$ cat config.mk
export PLATFORM = sky130hd
export DESIGN_NAME = systolic_skew_feeder
export DESIGN_NICKNAME = d
export VERILOG_FILES = /design/src/rtl/systolic_skew_feeder_pkg.sv /design/src/rtl/systolic_skew_feeder_lane.sv /design/src/rtl/systolic_skew_feeder.sv
export SDC_FILE = /design/constraint.sdc
export NUM_CORES = 2
export LEC_CHECK = 0
export CORE_ASPECT_RATIO = 0.8
export CORE_MARGIN = 4
export CORE_UTILIZATION = 57
export CTS_CLUSTER_DIAMETER = 40
export CTS_CLUSTER_SIZE = 10
export DETAILED_ROUTE_END_ITERATION = 8
export DONT_BUFFER_PORTS = 1
export GPL_ROUTABILITY_DRIVEN = 0
export GPL_TIMING_DRIVEN = 0
export PLACE_DENSITY = 0.8
export SLEW_MARGIN = 30
export SYNTH_ARGS = -nofsm -noshare
export SYNTH_HDL_FRONTEND = slang
export SYNTH_SLANG_ARGS = --single-unit
$ cat constraint.sdc
create_clock -name clk_i -period 2 [get_ports clk_i]
set_clock_uncertainty 0.05 [all_clocks]
set_input_delay 0.5 -clock clk_i [delete_from_list [all_inputs] [get_ports clk_i]]
set_output_delay 0.5 -clock clk_i [all_outputs]
set_load 0.05 [all_outputs]
$ cat src/rtl/systolic_skew_feeder_pkg.sv
`default_nettype none
// ============================================================================
// Module   : systolic_pkg
// Purpose  : Types and helpers shared by the systolic edge feeder.
//            - feeder_state_t : feeder control states
//            - lane_beat_t    : one lane element with its valid/last flags,
//                               at the mesh's native element width
//            - kw_for()       : width of length/count fields for a K_MAX
// Revision : 1.0 - initial release
// ============================================================================
package systolic_pkg;

  typedef enum logic [1:0] {
    IDLE  = 2'd0,
    FEED  = 2'd1,
    DRAIN = 2'd2,
    DONE  = 2'd3
  } feeder_state_t;

  // Native mesh element width; lane_beat_t describes one beat at that width.
  localparam int LANE_DATA_WIDTH = 32;

  typedef struct packed {
    logic [LANE_DATA_WIDTH-1:0] data;
    logic                       valid;
    logic                       last;
  } lane_beat_t;

  // Bits needed to hold any value 0..k_max inclusive.
  function automatic int kw_for(input int k_max);
    return $clog2(k_max + 1);
  endfunction

endpackage
`default_nettype wire

$ cat src/rtl/systolic_skew_feeder_lane.sv
`default_nettype none
// ============================================================================
// Module   : skew_lane
// Purpose  : DEPTH-stage shift register carrying data plus valid/last flags
//            for one lane of the skewed mesh edge.
// Ports    : clk_i       - clock
//            rstn_i      - asynchronous active-low reset
//            en_i        - shift all stages one step
//            clr_flags_i - clear every valid/last flag, data holds
//            data_i      - element entering stage 0
//            valid_i     - valid flag entering stage 0
//            last_i      - last flag entering stage 0
//            data_o      - element at the final stage
//            valid_o     - valid flag at the final stage
//            last_o      - last flag at the final stage
// Revision : 1.0 - initial release
// ============================================================================
module skew_lane #(
  parameter int DEPTH      = 1,
  parameter int DATA_WIDTH = 32
) (
  input  logic                  clk_i,
  input  logic                  rstn_i,
  input  logic                  en_i,
  input  logic                  clr_flags_i,
  input  logic [DATA_WIDTH-1:0] data_i,
  input  logic                  valid_i,
  input  logic                  last_i,
  output logic [DATA_WIDTH-1:0] data_o,
  output logic                  valid_o,
  output logic                  last_o
);

  logic [DATA_WIDTH-1:0] r_data [DEPTH];
  logic [DEPTH-1:0]      r_valid;
  logic [DEPTH-1:0]      r_last;

  always_ff @(posedge clk_i or negedge rstn_i) begin
    if (!rstn_i) begin
      for (int j = 0; j < DEPTH; j++) begin
        r_data[j] <= '0;
      end
      r_valid <= '0;
      r_last  <= '0;
    end else if (clr_flags_i) begin
      // Tile completion: retire the flags but leave the data in place.
      r_valid <= '0;
      r_last  <= '0;
    end else if (en_i) begin
      r_data[0]  <= data_i;
      r_valid[0] <= valid_i;
      r_last[0]  <= last_i;
      for (int j = 1; j < DEPTH; j++) begin
        r_data[j]  <= r_data[j-1];
        r_valid[j] <= r_valid[j-1];
        r_last[j]  <= r_last[j-1];
      end
    end
  end

  assign data_o  = r_data[DEPTH-1];
  assign valid_o = r_valid[DEPTH-1];
  assign last_o  = r_last[DEPTH-1];

endmodule
`default_nettype wire

$ cat src/rtl/systolic_skew_feeder.sv
`default_nettype none
// ============================================================================
// Module   : systolic_skew_feeder
// Purpose  : Streaming edge feeder for one side (west or north) of the
//            systolic mesh. Accepts one N-lane vector per beat over a
//            valid/ready handshake and applies the diagonal skew: lane i sees
//            each beat i cycles after lane 0. Signals completion when the
//            final beat leaves lane N-1.
// Ports    : clk_i        - clock
//            rstn_i       - asynchronous active-low reset
//            start_i      - begin a tile (sampled only in IDLE)
//            k_len_i      - beats in the tile, latched with start_i
//            advance_i    - mesh enable; pipeline shifts only when high
//            s_valid_i    - input beat valid
//            s_ready_o    - input beat ready
//            s_data_i     - input beat, lane i at [i*DATA_WIDTH +: DATA_WIDTH]
//            lane_data_o  - skewed edge data, same packing
//            lane_valid_o - per-lane valid toward the mesh
//            lane_last_o  - per-lane marker of the final beat of the tile
//            beat_count_o - beats accepted in the current tile
//            busy_o       - tile in progress (FEED, DRAIN, DONE)
//            done_o       - one-cycle completion pulse
//            err_o        - sticky illegal-length flag
// Revision : 1.0 - initial release
// ============================================================================
module systolic_skew_feeder
  import systolic_pkg::*;
#(
  parameter int N          = 8,
  parameter int DATA_WIDTH = 32,
  parameter int K_MAX      = 256,
  parameter int KW         = kw_for(K_MAX)
) (
  input  logic                    clk_i,
  input  logic                    rstn_i,
  input  logic                    start_i,
  input  logic [KW-1:0]           k_len_i,
  input  logic                    advance_i,
  input  logic                    s_valid_i,
  output logic                    s_ready_o,
  input  logic [N*DATA_WIDTH-1:0] s_data_i,
  output logic [N*DATA_WIDTH-1:0] lane_data_o,
  output logic [N-1:0]            lane_valid_o,
  output logic [N-1:0]            lane_last_o,
  output logic [KW-1:0]           beat_count_o,
  output logic                    busy_o,
  output logic                    done_o,
  output logic                    err_o
);

  localparam logic [KW-1:0] c_k_max = KW'(K_MAX);
  // Drain-counter value on the (N-1)th draining advance.
  localparam logic [KW-1:0] c_drain_final = KW'((N > 1) ? (N - 2) : 0);
  // A single-lane edge has nothing to drain after the last accept.
  localparam feeder_state_t c_after_feed = (N == 1) ? DONE : DRAIN;

  feeder_state_t r_state;
  feeder_state_t w_next_state;

  logic [KW-1:0] r_k_len;
  logic [KW-1:0] r_beat_cnt;
  logic [KW-1:0] r_drain_cnt;
  logic          r_err;

  logic w_len_ok;
  logic w_accept;
  logic w_last_accept;
  logic w_shift;
  logic w_clr_flags;

  assign w_len_ok      = (k_len_i != '0) && (k_len_i <= c_k_max);
  assign w_accept      = (r_state == FEED) && advance_i && s_valid_i;
  assign w_last_accept = w_accept && (r_beat_cnt == (r_k_len - KW'(1)));

  // --------------------------------------------------------------------------
  // Next state and control outputs
  // --------------------------------------------------------------------------
  always_comb begin
    w_next_state = r_state;
    s_ready_o    = 1'b0;
    w_shift      = 1'b0;
    w_clr_flags  = 1'b0;
    busy_o       = 1'b1;
    done_o       = 1'b0;

    unique case (r_state)
      IDLE: begin
        busy_o = 1'b0;
        if (start_i && w_len_ok) begin
          w_next_state = FEED;
        end
      end
      FEED: begin
        s_ready_o = advance_i;
        w_shift   = advance_i;
        if (w_last_accept) begin
          w_next_state = c_after_feed;
        end
      end
      DRAIN: begin
        w_shift = advance_i;
        if (advance_i && (r_drain_cnt == c_drain_final)) begin
          w_next_state = DONE;
        end
      end
      DONE: begin
        // The final beat is visible on lane N-1 during this cycle.
        done_o       = 1'b1;
        w_clr_flags  = 1'b1;
        w_next_state = IDLE;
      end
      default: begin
        w_next_state = IDLE;
      end
    endcase
  end

  // --------------------------------------------------------------------------
  // State, tile length and counters
  // --------------------------------------------------------------------------
  always_ff @(posedge clk_i or negedge rstn_i) begin
    if (!rstn_i) begin
      r_state     <= IDLE;
      r_k_len     <= '0;
      r_beat_cnt  <= '0;
      r_drain_cnt <= '0;
      r_err       <= 1'b0;
    end else begin
      r_state <= w_next_state;
      unique case (r_state)
        IDLE: begin
          r_drain_cnt <= '0;
          if (start_i) begin
            if (w_len_ok) begin
              r_k_len    <= k_len_i;
              r_beat_cnt <= '0;
              r_err      <= 1'b0;
            end else begin
              r_err <= 1'b1;
            end
          end
        end
        FEED: begin
          r_drain_cnt <= '0;
          // Saturate at the tile length rather than wrapping.
          if (w_accept && (r_beat_cnt != r_k_len)) begin
            r_beat_cnt <= r_beat_cnt + KW'(1);
          end
        end
        DRAIN: begin
          if (advance_i) begin
            r_drain_cnt <= r_drain_cnt + KW'(1);
          end
        end
        default: begin
          r_drain_cnt <= r_drain_cnt;
        end
      endcase
    end
  end

  assign beat_count_o = r_beat_cnt;
  assign err_o        = r_err;

  // --------------------------------------------------------------------------
  // Skew pipeline: lane i is i+1 stages deep, so a beat accepted on one edge
  // reaches lane i after i further advancing edges. Bubbles (valid=0) enter
  // every lane on advancing edges without an accept.
  // --------------------------------------------------------------------------
  for (genvar gi = 0; gi < N; gi++) begin : g_lane
    skew_lane #(
      .DEPTH      (gi + 1),
      .DATA_WIDTH (DATA_WIDTH)
    ) u_lane (
      .clk_i       (clk_i),
      .rstn_i      (rstn_i),
      .en_i        (w_shift),
      .clr_flags_i (w_clr_flags),
      .data_i      (s_data_i[gi*DATA_WIDTH +: DATA_WIDTH]),
      .valid_i     (w_accept),
      .last_i      (w_last_accept),
      .data_o      (lane_data_o[gi*DATA_WIDTH +: DATA_WIDTH]),
      .valid_o     (lane_valid_o[gi]),
      .last_o      (lane_last_o[gi])
    );
  end

endmodule
`default_nettype wire

==> results.md <==
* Type of the worst min-delay path: primary input to async pin
* Power per Cell Area at 1020 nW/µm²
* First-pass GRT wire length at 213 mm
* Buffering stage count on the worst path with inverters included at 7
* Clock latency of the later-clocked register in the worst-skew pair at between 700 and 800 ps
* Horizontal die dimension at 329 µm
* Total vias in the final route at 41500
* Post-synthesis cell type count at 48
* Area Overhead vs Synth at 42.1%
* Violated checks: negative hold slack, negative setup slack
* Pin count of the biggest net entering global routing at about 160
* Cell area reported after detailed placement at between 40000 and 50000 µm²
* Worst flop-to-flop path startpoint: r_state[1]
* Critical path data required time at ~2500 ps
* Post-route fraction of the period consumed by the critical path at 1.37
* Net switching share of the total power at 0.320
* Per-cell via count in the routed design at 5.81
* Result of the run: finished, violations left
* Post-route cell area at 66800 µm²
* FFs w/ async S/R, synth at 1.00
* Die span in y at 265 µm
* Arrival time of data at the critical path endpoint at 3190 ps
* Overall Power at 67.9 mW
* Slowest CP cell: dfrtp_2
* Reported leakage power at 36.7 nW
* Min Clock Period, post-route at 2740 ps
* Ratio of cells with drive above 1 in the final layout at 0.355
* Deepest clock path buffer count at 3
* Reported net switching power at 21.7 mW
* Antenna violations before repair at 43
* Proportion of power drawn by combinational gates at 0.177
* Hold slack at -196 ps
* Syn nets at 5625
* Crit path cell chain: buf_12 > ha_4 > or2_4 > buf_12 > buf_12 > buf_12 > clkbuf_16 > buf_12 > clkbuf_16 > nand2_4 > nand2_2
* EDFF count, synth at 0
* Number of global-route vias before repair at roughly 39000
* Worst-Margin Slew at 824 ps
* Total congestion overflow at 0
* GRT Total Usage at 0.310
* Count of boundary I/O pins at 555
* Final Max Tran Viols at 0
* Average footprint of a synthesized cell at 8.79 µm²
* Worst setup path startpoint: r_state[1]
* Detailed Route WL at 173 mm
* Kind of capture point of the worst setup path: register
* HPWL after DPL at 75.3 mm
* Net count, final at 6233
* Maximum operating frequency at about 370 MHz
* Worst slew slack as a fraction of its limit at 0.451
* Floorplan core area at around 81000 µm²
* DRC violation count after routing at 0
* Number of port buffers at 0
* Worst IR Drop VDD at ~1 mV
* DR pass1 iterations at 8
* Cell-internal power at 46.2 mW
* Final worst-path setup slack at -739 ps
* Clock network fraction of design power at 0.373
* Flip-flop cell with the highest count after synthesis: dfrtp_1
* Clock tree from TritonCTS: yes
* Clk pin slew, worst setup/hold paths at 60 ps
* Number of core rows at 93
* Post-synthesis instance area at 47000 µm²
* End-of-flow core utilization at 0.824
* Delay of the slowest cell on the worst path at 450 ps
* Layout filler cell count at 3895
* Unrepaired setup endpoints after global routing: yes
* Root Driver: clkbuf_16
* Antenna viol nets, final at 0
* Final-report setup violation count at between 700 and 800
* Sequential fraction of the synthesis area at 0.638
* DIE AREA at 87200 µm²
* Count of yosys warnings during synthesis at 0
* Number of hold-slack violations in the final timing report at 214
* Detailed router's first-iteration violation count at 4373
* H-tree depth reported by CTS at 4
* Max-Cap Viols at 0
* Clock buffers created by TritonCTS at roughly 150
* Critical path peak fanout at 8
* Critical path class: register to register
* Relative contribution of sequential cells to total power at 0.449
* Post-detailed-route wirelength per cell at 24.3 µm
* Cell type group with the largest total delay on the critical path: buffers and inverters
* Number of synthesized register bits at between 1000 and 1500
* Num Clock Sinks at 1198
* Post-Syn Instances at 5347
* Library cell appearing most often on the critical path: buf_12
* Initial standard-cell utilization of the core at 0.580
* Setup crit start kind: register
-- routing by layer --
metal	GRT usage	vias up	part of all wire
li1	-	17300	-
met1	0.384	20000	0.34
met2	0.503	2877	0.47
met3	0.0790	1275	0.10
met4	0.171	26	0.093
met5	0	-	0.0014
-- stage by stage --
stage | instances | setup WS [ps] | setup TNS [ps]
2_1_floorplan | 5347 | -175 | -8240
3_3_place_gp | 6439 | -1500 | -1256010
3_5_place_dp | 6447 | -1120 | -1167540
4_1_cts | 7027 | -293 | -106390
5_1_grt | 7121 | -1070 | -175770
6_report | 7137 | -739 | -152490
-- Yosys cell counts (all sizes together), types with 2 or more instances --
cell type,count,share of area
a21oi,8,0.00085
and2,4,0.00053
nor3,4,0.00043
nand4,3,0.00040
a22o,16,0.0030
o21ai,16,0.0017
buf,242,0.039
mux2i,2,0.00043
xor2,15,0.0028
and3,4,0.00053
clkbuf,261,0.021
nor4,5,0.00080
xnor2,4,0.00075
nor2,22,0.0018
nand2b,2,0.00027
o31ai,2,0.00032
dfrtp,1198,0.64
nand2,3476,0.28
ha,8,0.0021
or4b,2,0.00043
or2,2,0.00027
or3,4,0.00053
nor2b,2,0.00027
inv,9,0.00072
nand3,11,0.0012
mux2,8,0.0020
-- what timing repair did --
item,in CTS,in global routing
buffers inserted,46,56
cloned,57,41
hold buffers,273,1
setup endpoints to repair,1189,1603
pin swaps,642,789
gates resized for setup,906,1646
endpoints found under the hold margin,587,178
-- kinds of logic after synthesis --
group                      share of synthesized area
and+or+nand+nor                                0.286
DFF                                            0.638
buffers and inverters                         0.0601
AOI/OAI and AO/OA                            0.00812
xor gates and xnor gates                     0.00354
muxes                                        0.00242
adders and majority gates                    0.00213
-- area by class of cell --
cell class / count / area (µm²) / area share
sequential: 1198 / 30000 / 0.449
tap: 1092 / 1370 / 0.0205
antenna: 35 / 87.6 / 0.00131
multi-input combinational: 3637 / 19800 / 0.296
clock buffer: 174 / 4010 / 0.0599
clock inverter: 31 / 443 / 0.00663
timing repair buffer: 469 / 6240 / 0.0934
inverter: 9 / 45.0 / 0.000674
buffer: 492 / 4810 / 0.0720
-- path summary, 6_finish.rpt --
path	to	slack, ps	depth (start not counted)
max reg2reg	g_lane[1].u_lane.data_o[20]	-740	11
min	g_lane[4].u_lane.r_valid[0]	-200	2
max in group asynchronous	g_lane[7].u_lane.r_data[208]	490	5
min reg2reg	g_lane[7].u_lane.r_data[36]	400	2
min in group clk_i	g_lane[4].u_lane.r_last[2]	70	2
max	g_lane[1].u_lane.data_o[20]	-740	11
-- power by group through the flow --
stage / registers, mW / clock network, mW / logic (mW)
2_1_floorplan: 29.1 / 0 / 6.45
3_3_place_gp: 29.6 / 0 / 7.38
3_5_place_dp: 29.7 / 0 / 8.10
4_1_cts: 29.5 / 24.9 / 9.72
5_1_grt: 30.7 / 26.4 / 12.8
6_report: 30.5 / 25.4 / 12.0
-- placed cells by master, fill, tap and decap left out, types with 4 or more instances in the layout --
cell type	synthesis	final
xor2_2	0	4
a21oi_1	8	4
clkinv_8	0	4
nand2_4	0	465
dfrtp_2	0	6
buf_2	1	18
clkbuf_4	0	47
clkbuf_8	0	31
nand2_1	3476	2304
a21oi_2	0	4
nand2_2	0	707
bufinv_16	0	4
dlygate4sd3_1	0	269
o21ai_0	12	6
clkbuf_2	0	57
clkbuf_1	261	11
buf_12	0	60
clkinv_2	0	10
ha_4	0	5
o21ai_2	0	4
o21ai_1	4	5
a22o_1	16	16
nand3_1	11	9
buf_6	0	40
clkinv_16	0	4
xor2_1	15	10
dfrtp_1	1198	1186
mux2_2	7	7
buf_16	0	9
buf_8	0	54
diode_2	0	35
inv_6	0	4
xnor2_1	4	4
dfrtp_4	0	6
nor2_1	22	16
buf_4	240	286
clkbuf_16	0	252
-- flip-flops by register name (all words and copies together) (netlist names) --
register               count
g_lane.u_lane.data_o     256
r_drain_cnt                9
g_lane.u_lane.r_last       8
r_k_len                    9
beat_count_o               9
g_lane.u_lane.r_valid      8
err_o                      1
g_lane.u_lane.r_data     896
r_state                    2
No activity file was read; power rests on OpenSTA's default activity.
